==> config.mk <==
export PLATFORM = sky130hd
export DESIGN_NAME = instr_fetch_unit_flat
export DESIGN_NICKNAME = d
export VERILOG_FILES = /design/src/rtl/minisrc_pkg.sv /design/src/rtl/instr_fetch_unit_if.sv /design/src/rtl/fetch_fifo.sv /design/src/rtl/instr_fetch_unit.sv /design/src/flat_wrapper.sv
export SDC_FILE = /design/constraint.sdc
export NUM_CORES = 1
export LEC_CHECK = 0
export BUFFER_PORTS_ARGS = -buffer_cell sky130_fd_sc_hd__buf_2
export CORE_ASPECT_RATIO = 1.5
export CORE_MARGIN = 5
export CORE_UTILIZATION = 40
export DETAILED_ROUTE_END_ITERATION = 12
export HOLD_SLACK_MARGIN = 0.06
export PLACE_DENSITY_LB_ADDON = 0.3
export SLEW_MARGIN = 20
export SYNTH_ARGS = -nofsm -noshare
export SYNTH_HDL_FRONTEND = slang
export SYNTH_HIERARCHICAL = 1
export SYNTH_SLANG_ARGS = --single-unit
==> constraint.sdc <==
create_clock -name clock -period 8.1 [get_ports clock]
set_input_delay 1.62 -clock clock [delete_from_list [all_inputs] [get_ports clock]]
set_output_delay 1.62 -clock clock [all_outputs]
set_load 0.005 [all_outputs]
==> src/rtl/minisrc_pkg.sv <==
// Shared MiniSRC constants and types used by the fetch stage and its bench.
package minisrc_pkg;

  localparam int unsigned WORD_W       = 32;
  localparam int unsigned DEF_ADDR_W   = 9;
  localparam int unsigned DEF_DEPTH    = 2;
  localparam logic [DEF_ADDR_W-1:0] DEF_RESET_PC = '0;
  localparam logic [WORD_W-1:0]     NOP_WORD     = '0;

  typedef logic [WORD_W-1:0] word_t;

endpackage

==> src/rtl/instr_fetch_unit_if.sv <==
// Fetch-stage bus: instruction-memory request/response plus control-unit handshake.
interface instr_fetch_unit_if import minisrc_pkg::*; #(
  parameter int unsigned ADDR_W = DEF_ADDR_W
) ();

  logic              fetch_en;
  logic              mem_rd;
  logic [ADDR_W-1:0] mem_addr;
  word_t             mem_data;
  logic              mem_ready;
  word_t             ir;
  logic [ADDR_W-1:0] ir_pc;
  logic              ir_valid;
  logic              ir_ack;
  logic              redirect;
  logic [ADDR_W-1:0] redirect_pc;

  modport master (
    input  fetch_en, mem_data, mem_ready, ir_ack, redirect, redirect_pc,
    output mem_rd, mem_addr, ir, ir_pc, ir_valid
  );

  modport slave (
    output fetch_en, mem_data, mem_ready, ir_ack, redirect, redirect_pc,
    input  mem_rd, mem_addr, ir, ir_pc, ir_valid
  );

endinterface

==> src/rtl/fetch_fifo.sv <==
// Prefetch FIFO of {pc, word} pairs with flush; head is NOP/0 while empty.
module fetch_fifo import minisrc_pkg::*; #(
  parameter  int unsigned ADDR_W = DEF_ADDR_W,
  parameter  int unsigned DEPTH  = DEF_DEPTH,
  localparam int unsigned PTR_W  = $clog2(DEPTH),
  localparam int unsigned CNT_W  = $clog2(DEPTH + 1)
) (
  input  logic              clock,
  input  logic              rst,
  input  logic              push_i,
  input  logic [ADDR_W-1:0] pc_i,
  input  word_t             word_i,
  input  logic              pop_i,
  input  logic              flush_i,
  output logic [CNT_W-1:0]  count_o,
  output logic [ADDR_W-1:0] head_pc_o,
  output word_t             head_word_o,
  output logic              valid_o
);

  logic [ADDR_W-1:0] pc_mem   [DEPTH];
  word_t             word_mem [DEPTH];

  logic [PTR_W-1:0] wr_ptr_q, wr_ptr_d;
  logic [PTR_W-1:0] rd_ptr_q, rd_ptr_d;
  logic [CNT_W-1:0] count_q,  count_d;
  logic             pop_eff;

  always_ff @(posedge clock or posedge rst) begin
    if (rst) begin
      wr_ptr_q <= '0;
      rd_ptr_q <= '0;
      count_q  <= '0;
    end else begin
      wr_ptr_q <= wr_ptr_d;
      rd_ptr_q <= rd_ptr_d;
      count_q  <= count_d;
    end
  end

  // Pointers wrap naturally because DEPTH is a power of two.
  always_comb begin
    wr_ptr_d = wr_ptr_q;
    rd_ptr_d = rd_ptr_q;
    count_d  = count_q;
    pop_eff  = pop_i && (count_q != '0);
    if (flush_i) begin
      wr_ptr_d = '0;
      rd_ptr_d = '0;
      count_d  = '0;
    end else begin
      if (push_i)  wr_ptr_d = wr_ptr_q + PTR_W'(1);
      if (pop_eff) rd_ptr_d = rd_ptr_q + PTR_W'(1);
      unique case ({push_i, pop_eff})
        2'b10:   count_d = count_q + CNT_W'(1);
        2'b01:   count_d = count_q - CNT_W'(1);
        default: count_d = count_q;
      endcase
    end
  end

  always_ff @(posedge clock) begin
    if (push_i && !flush_i) begin
      pc_mem[wr_ptr_q]   <= pc_i;
      word_mem[wr_ptr_q] <= word_i;
    end
  end

  assign count_o     = count_q;
  assign valid_o     = (count_q != '0);
  assign head_pc_o   = valid_o ? pc_mem[rd_ptr_q]   : '0;
  assign head_word_o = valid_o ? word_mem[rd_ptr_q] : NOP_WORD;

endmodule

==> src/rtl/instr_fetch_unit.sv <==
// Fetch stage: one outstanding word read at a time, prefetch buffering, redirect flush/drop.
module instr_fetch_unit import minisrc_pkg::*; #(
  parameter int unsigned       ADDR_W   = DEF_ADDR_W,
  parameter int unsigned       DEPTH    = DEF_DEPTH,
  parameter logic [ADDR_W-1:0] RESET_PC = ADDR_W'(DEF_RESET_PC)
) (
  input logic                clock,
  input logic                rst,
  instr_fetch_unit_if.master bus
);

  localparam int unsigned CNT_W = $clog2(DEPTH + 1);

  logic [ADDR_W-1:0] fetch_pc_q, fetch_pc_d;
  logic [ADDR_W-1:0] mem_addr_q, mem_addr_d;
  logic              mem_rd_q,   mem_rd_d;
  logic              drop_q,     drop_d;

  logic              complete;
  logic              issue;
  logic              push;
  logic              pop;
  logic [CNT_W-1:0]  fifo_count;
  logic [ADDR_W-1:0] head_pc;
  word_t             head_word;
  logic              head_valid;

  always_ff @(posedge clock or posedge rst) begin
    if (rst) begin
      fetch_pc_q <= RESET_PC;
      mem_addr_q <= RESET_PC;
      mem_rd_q   <= 1'b0;
      drop_q     <= 1'b0;
    end else begin
      fetch_pc_q <= fetch_pc_d;
      mem_addr_q <= mem_addr_d;
      mem_rd_q   <= mem_rd_d;
      drop_q     <= drop_d;
    end
  end

  // mem_rd_q doubles as the outstanding flag; a stray mem_ready without it is ignored.
  always_comb begin
    fetch_pc_d = fetch_pc_q;
    mem_addr_d = mem_addr_q;
    mem_rd_d   = mem_rd_q;
    drop_d     = drop_q;
    complete   = mem_rd_q && bus.mem_ready;
    issue      = bus.fetch_en && !mem_rd_q && !bus.redirect &&
                 (fifo_count < CNT_W'(DEPTH));
    push       = complete && !drop_q && !bus.redirect;
    pop        = bus.ir_ack && !bus.redirect;

    if (complete) begin
      mem_rd_d = 1'b0;
      drop_d   = 1'b0;
    end
    if (push) fetch_pc_d = fetch_pc_q + ADDR_W'(1);
    if (issue) begin
      mem_rd_d   = 1'b1;
      mem_addr_d = fetch_pc_q;
    end
    // Redirect wins; a request still in flight is marked so its data is discarded.
    if (bus.redirect) begin
      fetch_pc_d = bus.redirect_pc;
      if (mem_rd_q && !bus.mem_ready) drop_d = 1'b1;
    end
  end

  fetch_fifo #(
    .ADDR_W (ADDR_W),
    .DEPTH  (DEPTH)
  ) u_fifo (
    .clock       (clock),
    .rst         (rst),
    .push_i      (push),
    .pc_i        (fetch_pc_q),
    .word_i      (bus.mem_data),
    .pop_i       (pop),
    .flush_i     (bus.redirect),
    .count_o     (fifo_count),
    .head_pc_o   (head_pc),
    .head_word_o (head_word),
    .valid_o     (head_valid)
  );

  assign bus.mem_rd   = mem_rd_q;
  assign bus.mem_addr = mem_addr_q;
  assign bus.ir       = head_word;
  assign bus.ir_pc    = head_pc;
  assign bus.ir_valid = head_valid;

endmodule

==> src/flat_wrapper.sv <==
// flat-port wrapper written by rule: the top's interface ports become plain ports
module instr_fetch_unit_flat import minisrc_pkg::*;
#(
  parameter int unsigned       ADDR_W   = DEF_ADDR_W,
  parameter int unsigned       DEPTH    = DEF_DEPTH,
  parameter logic [ADDR_W-1:0] RESET_PC = ADDR_W'(DEF_RESET_PC)
)
  (clock, rst, bus_fetch_en, bus_mem_data, bus_mem_ready, bus_ir_ack, bus_redirect, bus_redirect_pc, bus_mem_rd, bus_mem_addr, bus_ir, bus_ir_pc, bus_ir_valid);
  instr_fetch_unit_if #(.ADDR_W(ADDR_W)) bus_i ();
  input logic clock;
  input logic rst;
  input wire logic [$bits(bus_i.fetch_en)-1:0] bus_fetch_en;
  input wire logic [$bits(bus_i.mem_data)-1:0] bus_mem_data;
  input wire logic [$bits(bus_i.mem_ready)-1:0] bus_mem_ready;
  input wire logic [$bits(bus_i.ir_ack)-1:0] bus_ir_ack;
  input wire logic [$bits(bus_i.redirect)-1:0] bus_redirect;
  input wire logic [$bits(bus_i.redirect_pc)-1:0] bus_redirect_pc;
  output wire logic [$bits(bus_i.mem_rd)-1:0] bus_mem_rd;
  output wire logic [$bits(bus_i.mem_addr)-1:0] bus_mem_addr;
  output wire logic [$bits(bus_i.ir)-1:0] bus_ir;
  output wire logic [$bits(bus_i.ir_pc)-1:0] bus_ir_pc;
  output wire logic [$bits(bus_i.ir_valid)-1:0] bus_ir_valid;
  assign bus_i.fetch_en = bus_fetch_en;
  assign bus_i.mem_data = bus_mem_data;
  assign bus_i.mem_ready = bus_mem_ready;
  assign bus_i.ir_ack = bus_ir_ack;
  assign bus_i.redirect = bus_redirect;
  assign bus_i.redirect_pc = bus_redirect_pc;
  assign bus_mem_rd = bus_i.mem_rd;
  assign bus_mem_addr = bus_i.mem_addr;
  assign bus_ir = bus_i.ir;
  assign bus_ir_pc = bus_i.ir_pc;
  assign bus_ir_valid = bus_i.ir_valid;
  instr_fetch_unit #(.ADDR_W(ADDR_W), .DEPTH(DEPTH), .RESET_PC(RESET_PC)) u_core (.clock(clock), .rst(rst), .bus(bus_i));
endmodule
## Yosys cells after proc, flatten, opt, wreduce, memory -nomap -nowiden

Memories as Yosys holds them, arrays and structs flattened.
Index checks and enable logic that the tools add are counted.
Widths: inputs -> output; s select.

- Add/sub/neg operators: 5
- Magnitude comparators: 1
- Equal/unequal tests: 2
- Muxes and demuxes: 17
- Reductions and logical operators: 19

Operators with widths:

| cell | number |
|---|---|
| $mux 32 | 1 |
| $mux 9 | 3 |
| $mux 1 | 11 |
| $logic_and 1x1->1 | 10 |
| $add 9x1->9 const B | 1 |
| $reduce_bool 2->1 | 4 |
| $logic_not 1->1 | 4 |
| $pmux 2 s2 | 1 |
| $reduce_bool 3->1 | 1 |
| $add 1x1->1 const B | 2 |
| $add 2x1->2 const B | 1 |
| $eq 2x1->1 const B | 1 |
| $eq 2x2->1 const B | 1 |
| $lt 2x2->1 const B | 1 |
| $mux 2 | 1 |
| $sub 2x1->2 const B | 1 |

- Bits in registers: 24
- RAM bits: 82
- Input port bits: 47
- Output and inout bits: 52
- Logic and storage cells: 53
- Memories: 2

Memory list:

| name | depth | width | read ports | clocked after Yosys merged registers in | wr ports | line | source |
|---|---|---|---|---|---|---|---|
| u_core.u_fifo.word_mem | 2 | 32 | 1 | 0 | 1 | fetch_fifo.sv:22 | `word_t word_mem [DEPTH];` |
| u_core.u_fifo.pc_mem | 2 | 9 | 1 | 0 | 1 | fetch_fifo.sv:21 | `logic [ADDR_W-1:0] pc_mem [DEPTH];` |

## Depth between registers and ports, before layout

- Depth after elaboration: 6
- Gate-level depth with buffers: 6

## Hierarchy

The synthesis kept the hierarchy.

By module, submodules not included:

| module | instances | cells an instance | area an instance (µm²) | seq. area each (µm²) |
|---|---|---|---|---|
| fetch_fifo | 1 | 199 | 3345.7 | 2562.5 |
| instr_fetch_unit | 1 | 88 | 975.9 | 500.5 |

## Worst setup path after synthesis

Ideal clock, no wire load.

- Path kind: input-to-reg
- Start point: input port bus_redirect
- End point: memory u_core/u_fifo/pc_mem[0][0] in the netlist's numbering, enable pin
- Setup time: 439 ps
- Data arrival time: 4104 ps
- Data required time: 7661 ps
- Setup slack: 3557 ps
- Stages on the path: 5
- Path buffers: 2
- Cell sequence: buf_2 clkbuf_1 nor2_1 nand2b_1 nor2_1

- Cells in the longest elaborated chain, start to end: 5

RTL lines:

| element | line | source |
|---|---|---|
| start, declared | flat_wrapper.sv:16 | `input wire logic [$bits(bus_i.redirect)-1:0] bus_redirect;` |
| $logic_not 1->1 | instr_fetch_unit.sv:51 | `push = complete && !drop_q && !bus.redirect;` |
| $logic_and 1x1->1 | instr_fetch_unit.sv:51 |  |
| named net u_core.push | instr_fetch_unit.sv:21 | `logic push;` |
| $logic_and 1x1->1 | fetch_fifo.sv:63 | `if (push_i && !flush_i) begin` |
| $mux 1 | fetch_fifo.sv:63 |  |
| $mux 1 (implied by the code) | fetch_fifo.sv:64 | `pc_mem[wr_ptr_q] <= pc_i;` |
| end, declared | fetch_fifo.sv:21 |  |

The timed path passes the listed nets, and every way through them passes these cells.

## Final worst setup path

- Start point: register u_core.u_fifo.count_q[1], in the netlist u_core/u_fifo/count_o[1]
- End point: output port bus_ir_pc[1]

- Cells in the longest elaborated chain, start to end: 2

RTL lines:

| element | line | source |
|---|---|---|
| start, declared | fetch_fifo.sv:26 | `logic [CNT_W-1:0] count_q, count_d;` |
| start signal, assigned | fetch_fifo.sv:37 | `count_q <= count_d;` |
| $reduce_bool 2->1 | fetch_fifo.sv:70 | `assign valid_o = (count_q != '0);` |
| $mux 9 | fetch_fifo.sv:71 | `assign head_pc_o = valid_o ? pc_mem[rd_ptr_q] : '0;` |
| end, declared | flat_wrapper.sv:21 | `output wire logic [$bits(bus_i.ir_pc)-1:0] bus_ir_pc;` |

No other way between the ends.

==> flow_summary.yaml <==
run_status:
  status: "finished clean"
critical_path:
  r2r_end: "u_core/u_fifo/word_mem[0][30]$_DFFE_PP_"
  critical_path.cell_chain: "nor2_4 -> nor2_1 -> buf_2"
  crit_type: "register to output pin"
  start_kind: "register"
  endpoint_kind: "output pin"
  cp.required_ps: 6480
  rr_startpoint: "u_core/bus.mem_rd$_DFFE_PP0P_"
  rr_worst_depth: 5
  cp_max_fo: 42
  crit_arrival_ps: 1890
  r2r_slack_ps: 5790
  critPathMaxStageDelay_ps: 720
  path_delay_family: "simple AND/OR/NAND/NOR gates"
  slowest_stage: "nor2_4"
  path_buf_inv: 1
power_and_ir_drop:
  powerDensity_nw_per_um2: 220
  p_leak_nw: 2.01
  peakVddDrop_uv: 130
cts:
  cts-resized-gates: 0
  clkTransAtPathRegs_ps: 70
  cts_buffer_depth: 2
  cts_setup_buffers: 0
  clock_sinks: 106
  insertion_delay_ps: 330
  hold_buffers: 0
  cts_tree: "built"
  htreeDepth: 3
  numCtsBuffers: 9
  cts.root.buffer_cell: "clkbuf_16"
drt:
  drc: 0
  antenna_left: 0
  vias: 2561
  viasPerCell: 4.79
  wl_mm: 8.24
  drt_pass1_iterations: 5
  wl_per_cell_um: 15.4
  first_iter_violations: 111
synthesis:
  synthAdderAreaFrac_pct: 0.290
  async_reset_ff_share_pct: 22.6
  avgSynthCellArea_sq_um: 15.1
  synth_area_leaders: "edfxtp_1 (57%), dfrtp_1 (14%), mux2i_1 (10%)"
  muxShareOfSynthArea_pct: 12.3
  syn_area_sq_um: 4320
  synth_compound_area_share_pct: 3.79
  synth_top_family_by_area: "multiplexers"
  yosys_warnings: 6
  synth_xor_area_share_pct: 0.811
  yosysTopAreaCellShare_pct: 57.0
  ys_seq_area_share_pct: 70.9
  synth-edff-count: 82
  synth-seq-cells: 106
  synthSimpleGateAreaFrac_pct: 8.80
  yosys.area.top_type: "edfxtp_1"
  syn_inst: 287
  synth_flop_cell: "edfxtp_1"
  synth.distinct_cells: 41
  syn-num-nets: 335
sta:
  rsz0062_at_grt: "no"
  post-route-period-util_pct: 43.3
  setup_violations: 0
  timing.fmax_mhz: 285
  tightest_slew_ps: 888
  slew_headroom_pct: 40.6
  fin_setup_tns_ps: 0
  finalHoldViolCount: 0
  skew_ps: 8.13
  min_period_ps: 3510
  maxSlewViolCount: 0
die:
  std_cell_rows: 46
  core_area_sq_um: 10600
  die_x_um: 94.9
  die_area_sq_um: 13000
  pin_count: 99
  die_h_um: 137
  start_util_pct: 40.8
worst_hold_path:
  worstHoldStart: "u_core/bus.mem_addr[1]$_DFFE_PP0P_"
  min_path_type: "register to register"
  hold-path-endpoint: "u_core/bus.mem_addr[1]$_DFFE_PP0P_"
  hold_path_depth: 1
grt:
  grt_pass1_vias: 2695
  grt_overflow: 0
  grt_start_max_net_pins: 43
  grt_use_total_pct: 13.5
  grt_pass1_wl_mm: 13.2
  antenna_found_initial: 0
placed_design:
  hpwl_mm: 5.80
  portBuffers: 98
  placed_area_sq_um: 4930
  gp_congestion: 0.793
layout:
  mostFrequentLayoutCell: "buf_2"
  n_antenna_cell: 0
  final_area_sq_um: 5300
  drive_gt1_share_pct: 34.8
  nets: 434
  fin_util_pct: 50.0
  area_delta_synth_final_pct: 22.6
  mostFrequentLayoutCells: "buf_2 (98), edfxtp_1 (82), nor2_1 (48), mux2i_1 (43), dfrtp_1 (23)"
job:
  drv_cap: 0
-- power by group --
group / internal, mW / switching, mW
sequential: 0.611 / 0.0186
clock: 0.271 / 0.176
combinational: 0.0438 / 0.0422
-- cell type report --
class / instances / area, sq um
Clock buffer: 10 / 229
Fill cell: 952 / 5290
Sequential cell: 106 / 3060
Multi-Input combinational cell: 158 / 1160
Inverter: 10 / 37.5
Clock inverter: 6 / 88.8
Timing Repair Buffer: 101 / 538
Tap cell: 144 / 180
-- layer usage --
metal	share of wire [%]	GRT usage [%]	vias to the layer above
met3	5.1	3.44	9
met2	55	24.2	66
met4	1.7	4.98	0
met1	38	15.2	1225
li1	-	-	1261
met5	0	0	-
-- registers in the layout, indices dropped and copies added (netlist names), named ones only --
| name | cells |
|---|---|
| u_core/bus.mem_addr | 9 |
| u_core/fetch_pc_q | 9 |
| u_core/u_fifo/pc_mem | 18 |
| u_core/bus.mem_rd | 1 |
| u_core/u_fifo/count_o | 2 |
| u_core/u_fifo/word_mem | 64 |
| u_core/u_fifo/wr_ptr_q | 1 |
| u_core/u_fifo/rd_ptr_q | 1 |
-- cells by family after synthesis --
family | count (synthesis)
AOI/OAI and AO/OA | 22
DFF | 106
xor gates and xnor gates | 4
muxes | 52
buffers and inverters | 23
and+or+nand+nor | 79
adders and majority gates | 1
-- synthesized netlist by cell type, types with 2 or more instances --
library cell / count
inv_1: 8
mux2_2: 9
edfxtp_1: 82
nor2b_1: 2
a21oi_1: 3
dfrtp_1: 24
buf_6: 5
buf_2: 6
mux2i_1: 43
or4_1: 5
o21ai_1: 3
nand2_1: 6
inv_2: 2
o21ai_0: 4
a31oi_1: 3
nor2_1: 50
nand3_1: 3
xor2_1: 3
nand3b_1: 2
o31ai_1: 3
-- worst max path at each step --
stage,depth (start not counted),endpoint,slack (ps),startpoint
after floorplan,5,u_core/u_fifo/pc_mem[0][0]$_DFFE_PP_,3560,bus_redirect
after global placement,5,u_core/u_fifo/word_mem[0][25]$_DFFE_PP_,4330,bus_mem_ready
after detailed placement,5,u_core/u_fifo/word_mem[0][27]$_DFFE_PP_,4210,bus_mem_ready
after CTS,3,bus_ir[3],4520,u_core/u_fifo/count_o[1]$_DFFE_PP0P_
after global routing,3,bus_ir_pc[1],4310,u_core/u_fifo/count_o[1]$_DFFE_PP0P_
final,3,bus_ir_pc[1],4590,u_core/u_fifo/count_o[1]$_DFFE_PP0P_
-- per-stage QoR --
stage          power, mW  hold slack, ps  worst slack [ps]  instances
3_3_place_gp       0.724             486              4330        517
3_5_place_dp       0.728             497              4210        517
2_1_floorplan      0.683             478              3560        287
6_report            1.16             508              4590        535
5_1_grt             1.22             536              4310        535
4_1_cts             1.18             515              4520        533
Note: power is estimated with default switching activity, not from simulation.
